### src/rtl/wb_spi_sram_responder.sv
// Wishbone classic slave turning each byte access into one mode-0 SPI
// READ/WRITE frame on a 23LC1024-style SRAM.
module wb_spi_sram_responder #(
  parameter int ADDR_WIDTH = 24,
  parameter int CLK_DIV    = 1
) (
  input  logic                  clk_i,
  input  logic                  rst_i,
  input  logic                  wbs_cyc_i,
  input  logic                  wbs_stb_i,
  input  logic [ADDR_WIDTH-1:0] wbs_adr_i,
  input  logic                  wbs_we_i,
  input  logic [7:0]            wbs_dat_i,
  output logic                  wbs_ack_o,
  output logic                  wbs_err_o,
  output logic                  wbs_rty_o,
  output logic [7:0]            wbs_dat_o,
  output logic                  spi_cs_n_o,
  output logic                  spi_sck_o,
  output logic                  spi_mosi_o,
  input  logic                  spi_miso_i
);

  localparam int DW = (CLK_DIV > 1) ? $clog2(CLK_DIV) : 1;
  localparam logic [DW-1:0] DIV_LAST = DW'(CLK_DIV - 1);

  typedef enum logic [1:0] {
    S_IDLE,
    S_SHIFT,
    S_DONE
  } state_e;

  state_e        state_q;
  logic [39:0]   tx_q;
  logic [7:0]    rx_q;
  logic [7:0]    dat_q;
  logic [5:0]    bit_q;
  logic [DW-1:0] div_q;
  logic          sck_q;
  logic          cs_n_q;
  logic          ack_q;
  logic          we_q;
  logic          abort_q;
  logic          req;

  assign req = wbs_cyc_i & wbs_stb_i & ~ack_q;

  always_ff @(posedge clk_i) begin
    if (rst_i) begin
      state_q <= S_IDLE;
      tx_q    <= '0;
      rx_q    <= '0;
      dat_q   <= '0;
      bit_q   <= '0;
      div_q   <= '0;
      sck_q   <= 1'b0;
      cs_n_q  <= 1'b1;
      ack_q   <= 1'b0;
      we_q    <= 1'b0;
      abort_q <= 1'b0;
    end else begin
      ack_q <= 1'b0;
      unique case (state_q)
        S_IDLE: begin
          if (req) begin
            tx_q    <= {wbs_we_i ? 8'h02 : 8'h03,
                        24'(wbs_adr_i),
                        wbs_we_i ? wbs_dat_i : 8'h00};
            we_q    <= wbs_we_i;
            bit_q   <= '0;
            div_q   <= '0;
            abort_q <= 1'b0;
            sck_q   <= 1'b0;
            cs_n_q  <= 1'b0;
            state_q <= S_SHIFT;
          end
        end
        S_SHIFT: begin
          // Frame always completes so the SRAM never sees a torn command
          if (!wbs_cyc_i) abort_q <= 1'b1;
          if (div_q == DIV_LAST) begin
            div_q <= '0;
            sck_q <= ~sck_q;
            if (!sck_q) begin
              rx_q <= {rx_q[6:0], spi_miso_i};
            end else begin
              tx_q  <= {tx_q[38:0], 1'b0};
              bit_q <= bit_q + 6'd1;
              if (bit_q == 6'd39) begin
                cs_n_q  <= 1'b1;
                state_q <= S_DONE;
              end
            end
          end else begin
            div_q <= div_q + 1'b1;
          end
        end
        S_DONE: begin
          ack_q <= ~abort_q;
          if (!we_q && !abort_q) dat_q <= rx_q;
          state_q <= S_IDLE;
        end
        default: state_q <= S_IDLE;
      endcase
    end
  end

  assign wbs_ack_o  = ack_q;
  assign wbs_err_o  = 1'b0;
  assign wbs_rty_o  = 1'b0;
  assign wbs_dat_o  = dat_q;
  assign spi_cs_n_o = cs_n_q;
  assign spi_sck_o  = sck_q;
  assign spi_mosi_o = tx_q[39];

endmodule

### config.mk
export PLATFORM = sky130hd
export DESIGN_NAME = wb_spi_sram_responder
export DESIGN_NICKNAME = d
export VERILOG_FILES = /design/src/rtl/wb_spi_sram_responder.sv
export SDC_FILE = /design/constraint.sdc
export NUM_CORES = 1
export LEC_CHECK = 0
export CAP_MARGIN = 15
export CELL_PAD_IN_SITES_DETAIL_PLACEMENT = 0
export CELL_PAD_IN_SITES_GLOBAL_PLACEMENT = 1
export CORE_MARGIN = 10
export CORE_UTILIZATION = 38
export DETAILED_ROUTE_END_ITERATION = 8
export PLACE_DENSITY_LB_ADDON = 0.25
export SYNTH_ARGS = -nofsm -noshare
export SYNTH_HDL_FRONTEND = slang
export SYNTH_SLANG_ARGS = --single-unit
### constraint.sdc
create_clock -name clk_i -period 2.3 [get_ports clk_i]
set_clock_uncertainty 0.2 [all_clocks]
set_input_delay 0.46 -clock clk_i [delete_from_list [all_inputs] [get_ports clk_i]]
set_output_delay 0.46 -clock clk_i [all_outputs]
set_load 0.02 [all_outputs]
==> run summary <==
die height = 106.2 um
post_cts resized = 0
antenna-violating nets left = 0
minimum clock period = 2.086 ns
cells after synthesis = 348
Initial Utilization = 0.3895
cts hold-fix bufs = 0
drt total wl = 6300 um
grt total ovfl = 0
io pins = 52
Pwr Density = 694.3 nW/um^2
asr flop ratio synth = 0
Setup crit start kind = flip-flop
initial antenna violation count = 0
number of synthesized flops with an enable pin = 0
Syn Area/Cell = 8.118 sq um
routed len/inst = 12.73 um
# port buffers = 49
total core area = 7253 sq um
Main synth FF type = dfxtp_1
Longest Clk Path Bufs = 2
Area Overhead vs Synth = 28.83%
first-pass GRT wire length = 10870 um
Fill cells = 729
Worst EP required = 2.31 ns
Worst Path Max Fanout = 3
peak supply drop = 0.0003073 V
Final Hold Fails = 0
DR vias = 2449
WS Path Type = reg -> reg
Yosys top cell area share = 0.4889
final worst slack = 0.2139 ns
RSZ-0062 raised after global routing = false
Syn Std Cell Area = 2825 sq um
Yosys warnings = 0
largest net degree at the start of global routing = 43
Overall Global Routing Usage = 0.1142
critical path arrival = 2.10 ns
vias in the first global route = 2440
setup repair bufs after CTS = 0
largest area contributor in the netlist = dfxtp_1
HPWL Detailed = 4361 um
Std-Cell Rows = 31
sequential fraction of the synthesis area = 0.4889
Clock Latency Late Sink = 0.33 ns
Finish-stage setup viols = 0
Worst-path clk slew = 0.07 ns
die width = 106.2 um
Final #Nets = 430
RePlAce Congestion = 0.7402
FMAX = 479.4 MHz
post-synth cell types = 36
CTS H-tree depth = 3
Least-Margin Pin Slew = 0.5951 ns
synth top area cells = dfxtp_1 49%, nand2_1 12%, a311oi_1 9.6%, nor2_1 6.2%, a21oi_1 3.7%
mean number of vias per cell = 4.947
Slew headroom = 0.5977
Hold WC Path Type = reg -> reg
TritonCTS clock tree = yes
share of layout cells above drive strength 1 = 0.09091
pre-CTS WS = 0.004542 ns
max-slew violations = 0
flops & latches, synth = 69
CTS buffer count = 9
DR iter-0 viols = 91
status = complete, no violations
clk root buf = clkbuf_8
Die Area = 11280 sq um
leakage = 0.001268 uW
Worst Setup End Kind = flip-flop
max_cap viols = 0
setup total negative slack = 0 ns
DRC Markers = 0
fin crit share = 0.9070
Sink Count = 69
DRT Pass-1 Iters = 4
Ant. Diodes = 0
-- flip-flops by register name, indices dropped and copies added (netlist names), 2 cells and up --
name / count
rx_q: 8
tx_q: 40
bit_q: 6
state_q: 2
wbs_dat_o: 8
-- kinds of logic (layout without fill, tap and decap cells) --
| logic type | Yosys count | count (layout) | share of synthesized area |
|---|---|---|---|
| fa+ha+maj | 1 | 1 | 0.004428 |
| other cells | 1 | 2 | 0.001327 |
| simple gates | 160 | 160 | 0.2418 |
| mux | 1 | 1 | 0.003543 |
| xor+xnor | 2 | 2 | 0.006201 |
| buf+inv | 33 | 80 | 0.05226 |
| compound gates | 81 | 81 | 0.2015 |
| flops | 69 | 69 | 0.4889 |
-- cells in the mapped netlist (2+ instances only) --
cell / instances
a211oi_1: 5
a21o_1: 2
a21oi_1: 21
a22oi_1: 7
a311oi_1: 31
buf_2: 4
buf_4: 3
clkbuf_1: 22
dfxtp_1: 69
inv_1: 2
nand2_1: 87
nand3_1: 9
nor2_1: 47
nor2b_1: 3
nor3_1: 2
o21ai_0: 11
or2_2: 2
or3_1: 2
xnor2_1: 2
-- routing by layer --
metal / wire length, um / track usage / vias to the layer above / share of wire
met5: 0 / 0 / - / 0
met4: 93 / 0.05222 / 0 / 0.015
met3: 313 / 0.03623 / 9 / 0.050
met2: 2769 / 0.1811 / 41 / 0.44
met1: 3122 / 0.1384 / 1114 / 0.50
li1: - / - / 1285 / -
-- critical path: stages (launching register included) --
cell and delay (ns):
dfxtp_1 0.37, ha_1 0.19, nand2_1 0.06, nor4b_1 0.52
a21oi_1 0.15, or4b_1 0.47
-- cell usage in the layout, fill, tap and decap left out --
master	count
o211ai_1	1
or3b_2	1
nand2_1	87
mux2i_1	1
clkinv_2	2
a311oi_1	31
a32oi_1	1
a21oi_1	21
o21ai_0	11
buf_2	1
and3_1	1
or3_1	2
a211oi_1	5
ha_1	1
clkdlybuf4s50_1	48
or4b_1	1
a21oi_4	1
or2_2	2
nor2_1	47
nor4b_1	1
buf_12	3
dfxtp_1	69
nor3_1	2
a22oi_1	7
a21o_1	2
conb_1	2
clkinvlp_4	1
nand3_1	9
clkbuf_8	13
xnor2_1	2
and2_1	1
nor2b_1	2
inv_1	2
o31ai_1	1
nor2b_2	1
buf_4	10
or4_1	1
nand2b_1	1
nand4bb_4	1
-- metrics by stage --
step           power [uW]    util  hold slack, ns  cell area, sq um  std cells
2_1_floorplan        1487       -          0.2284              2829        349
3_3_place_gp         1617  0.4747          0.2408              3443        479
3_5_place_dp         1623  0.4747          0.2464              3443        479
4_1_cts              2571  0.5018          0.2559              3640        495
5_1_grt              2650  0.5018          0.2719              3640        495
6_report             2527  0.5018          0.2530              3640        495
-- power breakdown --
group / leakage [uW] / internal [uW] / switching [uW] / total [uW]
Clock: 0.000101 / 506 / 430 / 936
Combinational: 0.000604 / 151 / 157 / 307
Sequential: 0.000563 / 1250 / 32.1 / 1280
-- final timing paths --
| check | from | end | slack, ns | cells past startpoint |
|---|---|---|---|---|
| hold reg to reg | tx_q[32] | tx_q[33] | 0.25 | 2 |
| setup / recovery | bit_q[0] | spi_cs_n_o | 0.21 | 5 |
| hold / removal | tx_q[32] | tx_q[33] | 0.25 | 2 |
| setup reg to reg | bit_q[0] | spi_cs_n_o | 0.21 | 5 |
-- cell type report --
type                       instances  area [sq um]  area share
clock inverter                     3         17.52    0.004813
sequential                        69          1381      0.3795
inverter                           2         7.507    0.002063
tap                               99         123.9     0.03403
clock buffer                      13         178.9     0.04916
multi-input combinational        247          1310      0.3599
timing repair buffer              62         620.6      0.1705
(Power assumes the default switching activity.)
==> RTL change 1 (config.mk and constraints unchanged) <==
Change the parameter `ADDR_WIDTH` from 24 to 12.
--- a/src/rtl/wb_spi_sram_responder.sv
+++ b/src/rtl/wb_spi_sram_responder.sv
@@ -1,7 +1,7 @@
 // Wishbone classic slave turning each byte access into one mode-0 SPI
 // READ/WRITE frame on a 23LC1024-style SRAM.
 module wb_spi_sram_responder #(
-  parameter int ADDR_WIDTH = 24,
+  parameter int ADDR_WIDTH = 12,
   parameter int CLK_DIV    = 1
 ) (
   input  logic                  clk_i,
Ports: changed (resized wbs_adr_i); port bits go from 52 to 40. No check against the original RTL was run, so the function may have changed too.
==> RTL change 1 against the unedited design <==
Register-to-register slack gained 0.09 ns; count of clock-buffer cells in the layout unchanged; worst setup slack improved by 0.030 ns; synthesized area fell by 5.0%; sequential cell count is the same; critical path depth decreased by 4; combinational power down 21%; cell area decreased by 6.4%; synthesized cell count fell by 8.0%; total power down 1.8%; routed wire length shrank 4.0%.
==> RTL change 1: results (changes against the unedited design) <==
- The flow ran to the end, and the final reports show no timing, DRC or antenna violations.
- The largest net degree at the start of global routing came to 40 (-7.0%).
- The cell at the slowest stage of the critical path is sky130_fd_sc_hd__clkdlybuf4s50_1.
- The measured slew at the worst slew-check pin is 0.510 ns (-0.0855 ns).
- The count of yosys warnings during synthesis is 0 (unchanged).
- The worst setup path startpoint is spi_sck_o$_SDFFE_PP0P_.
- The weighted congestion reported at the end of routability-driven placement is 0.797 (+7.6%).
- The detailed-routed wire length on met2 is 2810 um (+1.4%).
- The net count of the finished layout is 385 (-10%).
- The antenna diode count came to 0 (unchanged).
- The via count of the first global-routing pass is 2,236 (-8.4%).
- The length of routed met3 wiring is 281 um (-10%).
- The total instance count after detailed placement is 443 (-7.5%).
- The leakage power total is 1.18 nW (-6.6%).
- The count of routing violations after the opening detailed-route iteration is 89 (-2.2%).
- The largest stage delay on the critical path was 0.64 ns (+0.12 ns).
- The worst hold path begins at wbs_dat_o[0]$_SDFFE_PP0P_.
- The global-route wire length before repair is 10,700 um (-2.0%).
- The count of vias placed by the detailed router is 2,285 (-6.7%).
- The average instance area after synthesis is 8.39 um2 (+3.3%).
- The overall track demand over capacity in global routing came to 0.117 (+0.00308).
- The share of the synthesized area in the top cell type came to 0.515 (+0.0258).
- The number of flip-flops under the largest register name was 40 (unchanged).
- The CTS buffer count was 9 (unchanged).
- The sequential cell area fraction in the yosys report is 0.515 (+0.0258).
- The detailed-placement wirelength estimate was 4170 um (-4.3%).
- The share of cells above drive strength 1 came to 0.0970 (+0.00604).
- The total iterations of the first detailed-routing run is 4 (unchanged).
- The data arrival time of the critical path was 1.40 ns (-0.70 ns).
- The final routed wirelength across all metal layers is 6050 um (-4.0%).
- The final cell count without fillers is 457 (-7.7%).
- The met1 wire length is 2890 um (-7.6%).
- In the post-synthesis netlist, the biggest area contributors are sky130_fd_sc_hd__dfxtp_1 (51%), sky130_fd_sc_hd__nand2_1 (8.8%), sky130_fd_sc_hd__nor2_1 (6.6%).
- The number of port buffers is 37 (-24%).
- After synthesis, the most frequently instantiated cells are sky130_fd_sc_hd__dfxtp_1 (69), sky130_fd_sc_hd__nand2_1 (63), sky130_fd_sc_hd__nor2_1 (47).
- The pre-CTS worst setup slack is -0.0183 ns (-0.0229 ns).
- The count of distinct cell types in the synthesized netlist is 33 (-8.3%).
- The kind of cell with the highest combined delay along the critical path is buffers and inverters.
- The peak fanout along the critical path is 4 (+1).
- The largest vdd supply drop is 483 uV (+57%).
[RTL change 1: changes by cell type after synthesis, sizes merged]
cell    unedited run  this run
o21ai             11        12
a211oi             5         6
mux2i              1         0
a311oi            31        19
buf                9         6
or3                2         3
clkbuf            22        21
a22oi              7        19
nand2             87        63
nor3               2         1
xnor2              2         1
[RTL change 1: area by class of cell]
class                           instances  area (um2)
Timing Repair Buffer                   53         510
Multi-Input combinational cell        223        1190
Clock inverter                          1        30.0
Tap cell                               96         120
Inverter                                2        7.51
Clock buffer                           13         169
Fill cell                             696        3420
Sequential cell                        69        1380
[RTL change 1: report_power, final]
part,switching [W],internal (W)
combinational,0.000130,0.000111
clock,0.000405,0.000578
sequential,0.0000236,0.00123
total,0.000559,0.00192
[RTL change 1: final timing paths]
kind | end | slack [ns] | depth (start not counted)
setup / recovery | spi_sck_o | 0.24 | 1
hold / removal | wbs_dat_o[0]$_SDFFE_PP0P_ | 0.25 | 2
setup reg to reg | spi_cs_n_o$_SDFFE_PP1P_ | 0.30 | 6
hold reg to reg | wbs_dat_o[0]$_SDFFE_PP0P_ | 0.25 | 2
[RTL change 1: kinds of logic after synthesis]
| kind of cell | Yosys count | synth area share |
|---|---|---|
| buffers and inverters | 29 | 0.0448 |
| and+or+nand+nor | 136 | 0.221 |
| other | 1 | 0.00140 |
| xor gates and xnor gates | 1 | 0.00326 |
| DFF | 69 | 0.515 |
| adders and majority gates | 1 | 0.00466 |
| AOI/OAI and AO/OA | 83 | 0.210 |
[RTL change 1: stage by stage]
step | TNS, ns | cell area, um2 | power, W | util | hold slack, ns
floorplan | 0 | 2690 | 0.00142 | - | 0.228
global route | 0 | 3410 | 0.00259 | 0.499 | 0.273
finish | 0 | 3410 | 0.00248 | 0.499 | 0.253
CTS | 0 | 3410 | 0.00252 | 0.499 | 0.256
detailed placement | -0.0294 | 3210 | 0.00153 | 0.470 | 0.246
global placement | -0.00383 | 3210 | 0.00152 | 0.470 | 0.242
[RTL change 1: metal layers]
metal,vias to the layer above,global-route usage
met2,37,0.187
met1,1050,0.142
met4,0,0.0417
li1,1191,-
met3,7,0.0421
met5,-,0
[RTL change 1: tightest hold or removal path, cell delays in order (launching register included)]
cell                      delay [ns]
sky130_fd_sc_hd__dfxtp_1        0.31
sky130_fd_sc_hd__nand2_1        0.05
sky130_fd_sc_hd__a21oi_1        0.05
==> RTL change 2 (config.mk and constraints unchanged) <==
Made on the original files. Re-encode `state_e` (3 states) as one-hot, 3 bits wide.
--- a/src/rtl/wb_spi_sram_responder.sv
+++ b/src/rtl/wb_spi_sram_responder.sv
@@ -24,10 +24,10 @@
   localparam int DW = (CLK_DIV > 1) ? $clog2(CLK_DIV) : 1;
   localparam logic [DW-1:0] DIV_LAST = DW'(CLK_DIV - 1);
 
-  typedef enum logic [1:0] {
-    S_IDLE,
-    S_SHIFT,
-    S_DONE
+  typedef enum logic [2:0] {
+    S_IDLE  = 3'b001,
+    S_SHIFT = 3'b010,
+    S_DONE  = 3'b100
   } state_e;
 
   state_e        state_q;
Formal check against the unedited RTL: no difference found for any inputs over 10 cycles, from zero or initial values and one cycle with rst_i high; not proved beyond that.
==> RTL change 2 against the unedited design <==
Via count rose by 8.4%; sequential cell count grew 1; cell area up 8.0%; worst setup slack got worse by 0.092 ns; final cell count decreased by 0.81%; sequential share of layout area shrank 2.3 points; synthesized area increased by 7.6%; first-iteration DRC count up 110%; global-route usage increased by 2.1 points; total power grew 5.1%; largest cell class is now multi-input combinational cells; count of clock-buffer cells in the layout fell by 2; routed wire length is 24% higher.
==> RTL change 2: results (changes against the unedited design) <==
- The XOR/XNOR share of the synthesized area was 0 (-0.00620).
- The largest net degree at the start of global routing is 42 (-2.3%).
- The share of cells above drive strength 1 is 0.113 (+0.0222).
- The overall track demand over capacity in global routing is 0.135 (+0.0208).
- The largest vdd supply drop is 384 uV (+25%).
- The leakage power total is 1.46 nW (+15%).
- The multiplexer share of the synthesized area was 0.0823 (+0.0788).
- The data arrival time of the critical path was 1.52 ns (-0.58 ns).
- The count of distinct cell types in the synthesized netlist came to 38 (+5.6%).
- The sequential cell area fraction in the yosys report is 0.461 (-0.0280).
- The level count of the clock H-tree came to 3 (unchanged).
- The peak fanout along the critical path is 8 (+5).
- The total instance count after detailed placement is 475 (-0.84%).
- The adder and majority gate portion of the synthesized area is 0.00412 (-0.000313).
- The per-cell via count in the routed design is 5.41 (+9.3%).
- The flow ran to the end, and the final reports show no timing, DRC or antenna violations.
- The detailed-placement wirelength estimate was 5300 um (+21%).
- On the critical path the largest part of the delay comes from buffers and inverters.
- The met1 wire length is 3820 um (+22%).
- The count of routing violations after the opening detailed-route iteration is 194 (+110%).
- The met2 global-route usage came to 0.193 (+0.0123).
- The final routed wirelength across all metal layers came to 7790 um (+24%).
- The slowest stage of the critical path belongs to the cell sky130_fd_sc_hd__clkdlybuf4s50_1.
- By count the netlist is led by sky130_fd_sc_hd__dfxtp_1 (70), sky130_fd_sc_hd__nand2_1 (35), sky130_fd_sc_hd__a21oi_1 (32).
- The detailed-routed wire length on met2 is 3420 um (+24%).
- The antenna diode count came to 0 (unchanged).
- The routed length per instance was 15.9 um (+25%).
- After synthesis, the cell types taking the most area are sky130_fd_sc_hd__dfxtp_1 (46%), sky130_fd_sc_hd__mux2i_1 (8.2%), sky130_fd_sc_hd__a221oi_1 (7.2%).
- The largest stage delay on the critical path is 0.67 ns (+0.15 ns).
- The weighted congestion reported at the end of routability-driven placement came to 0.773 (+4.4%).
- The pre-CTS worst setup slack is -0.0571 ns (-0.0616 ns).
- The average instance area after synthesis is 8.92 um2 (+9.8%).
- The post-place instance area is 0.00371 mm2 (+7.7%).
- The number of filler instances in the final layout is 747 (+2.5%).
- The length of routed met3 wiring is 456 um (+46%).
- The met1 track demand over resource in global routing is 0.187 (+0.0487).
==> RTL change 2: changes by cell type in the layout (fill, tap and decap cells not counted), sizes merged, moves of 5 or more <==
cell / before / now
a21oi: 22 / 32
a221oi: 0 / 25
a22oi: 7 / 0
a311oi: 31 / 7
buf: 14 / 20
mux2i: 1 / 25
nand2: 87 / 35
nand3: 9 / 17
nor2: 47 / 27
o211ai: 1 / 8
o21ai: 11 / 16
==> RTL change 2: final timing paths <==
path	start	endpoint	slack [ns]	cells past startpoint
worst max-delay path	spi_sck_o$_SDFFE_PP0P_	spi_sck_o	0.12	1
worst max register to register	state_q[0]$_SDFFE_PP1P_	tx_q[15]$_SDFFE_PP0P_	0.25	5
worst min-delay path	tx_q[33]$_SDFFE_PP0P_	tx_q[34]$_SDFFE_PP0P_	0.26	2
worst min register to register	tx_q[33]$_SDFFE_PP0P_	tx_q[34]$_SDFFE_PP0P_	0.26	2
==> RTL change 2: final cells by class <==
class	count	area (um2)	area share
Timing Repair Buffer	68	678	0.173
Tap cell	102	128	0.0325
Inverter	4	15.0	0.00382
Clock buffer	11	141	0.0360
Sequential cell	70	1400	0.356
Clock inverter	5	82.6	0.0210
Multi-Input combinational cell	231	1490	0.378
==> RTL change 2: cell families after synthesis <==
logic type	after synthesis
AOI/OAI and AO/OA	100
and+or+nand+nor	103
adders and majority gates	1
DFF	70
buffers and inverters	41
muxes	25
other	1
==> RTL change 2: report_power, final <==
part | switching [W] | total [W] | internal (W)
registers | 0.0000287 | 0.00129 | 0.00126
clock network | 0.000475 | 0.00112 | 0.000643
logic | 0.000118 | 0.000252 | 0.000134
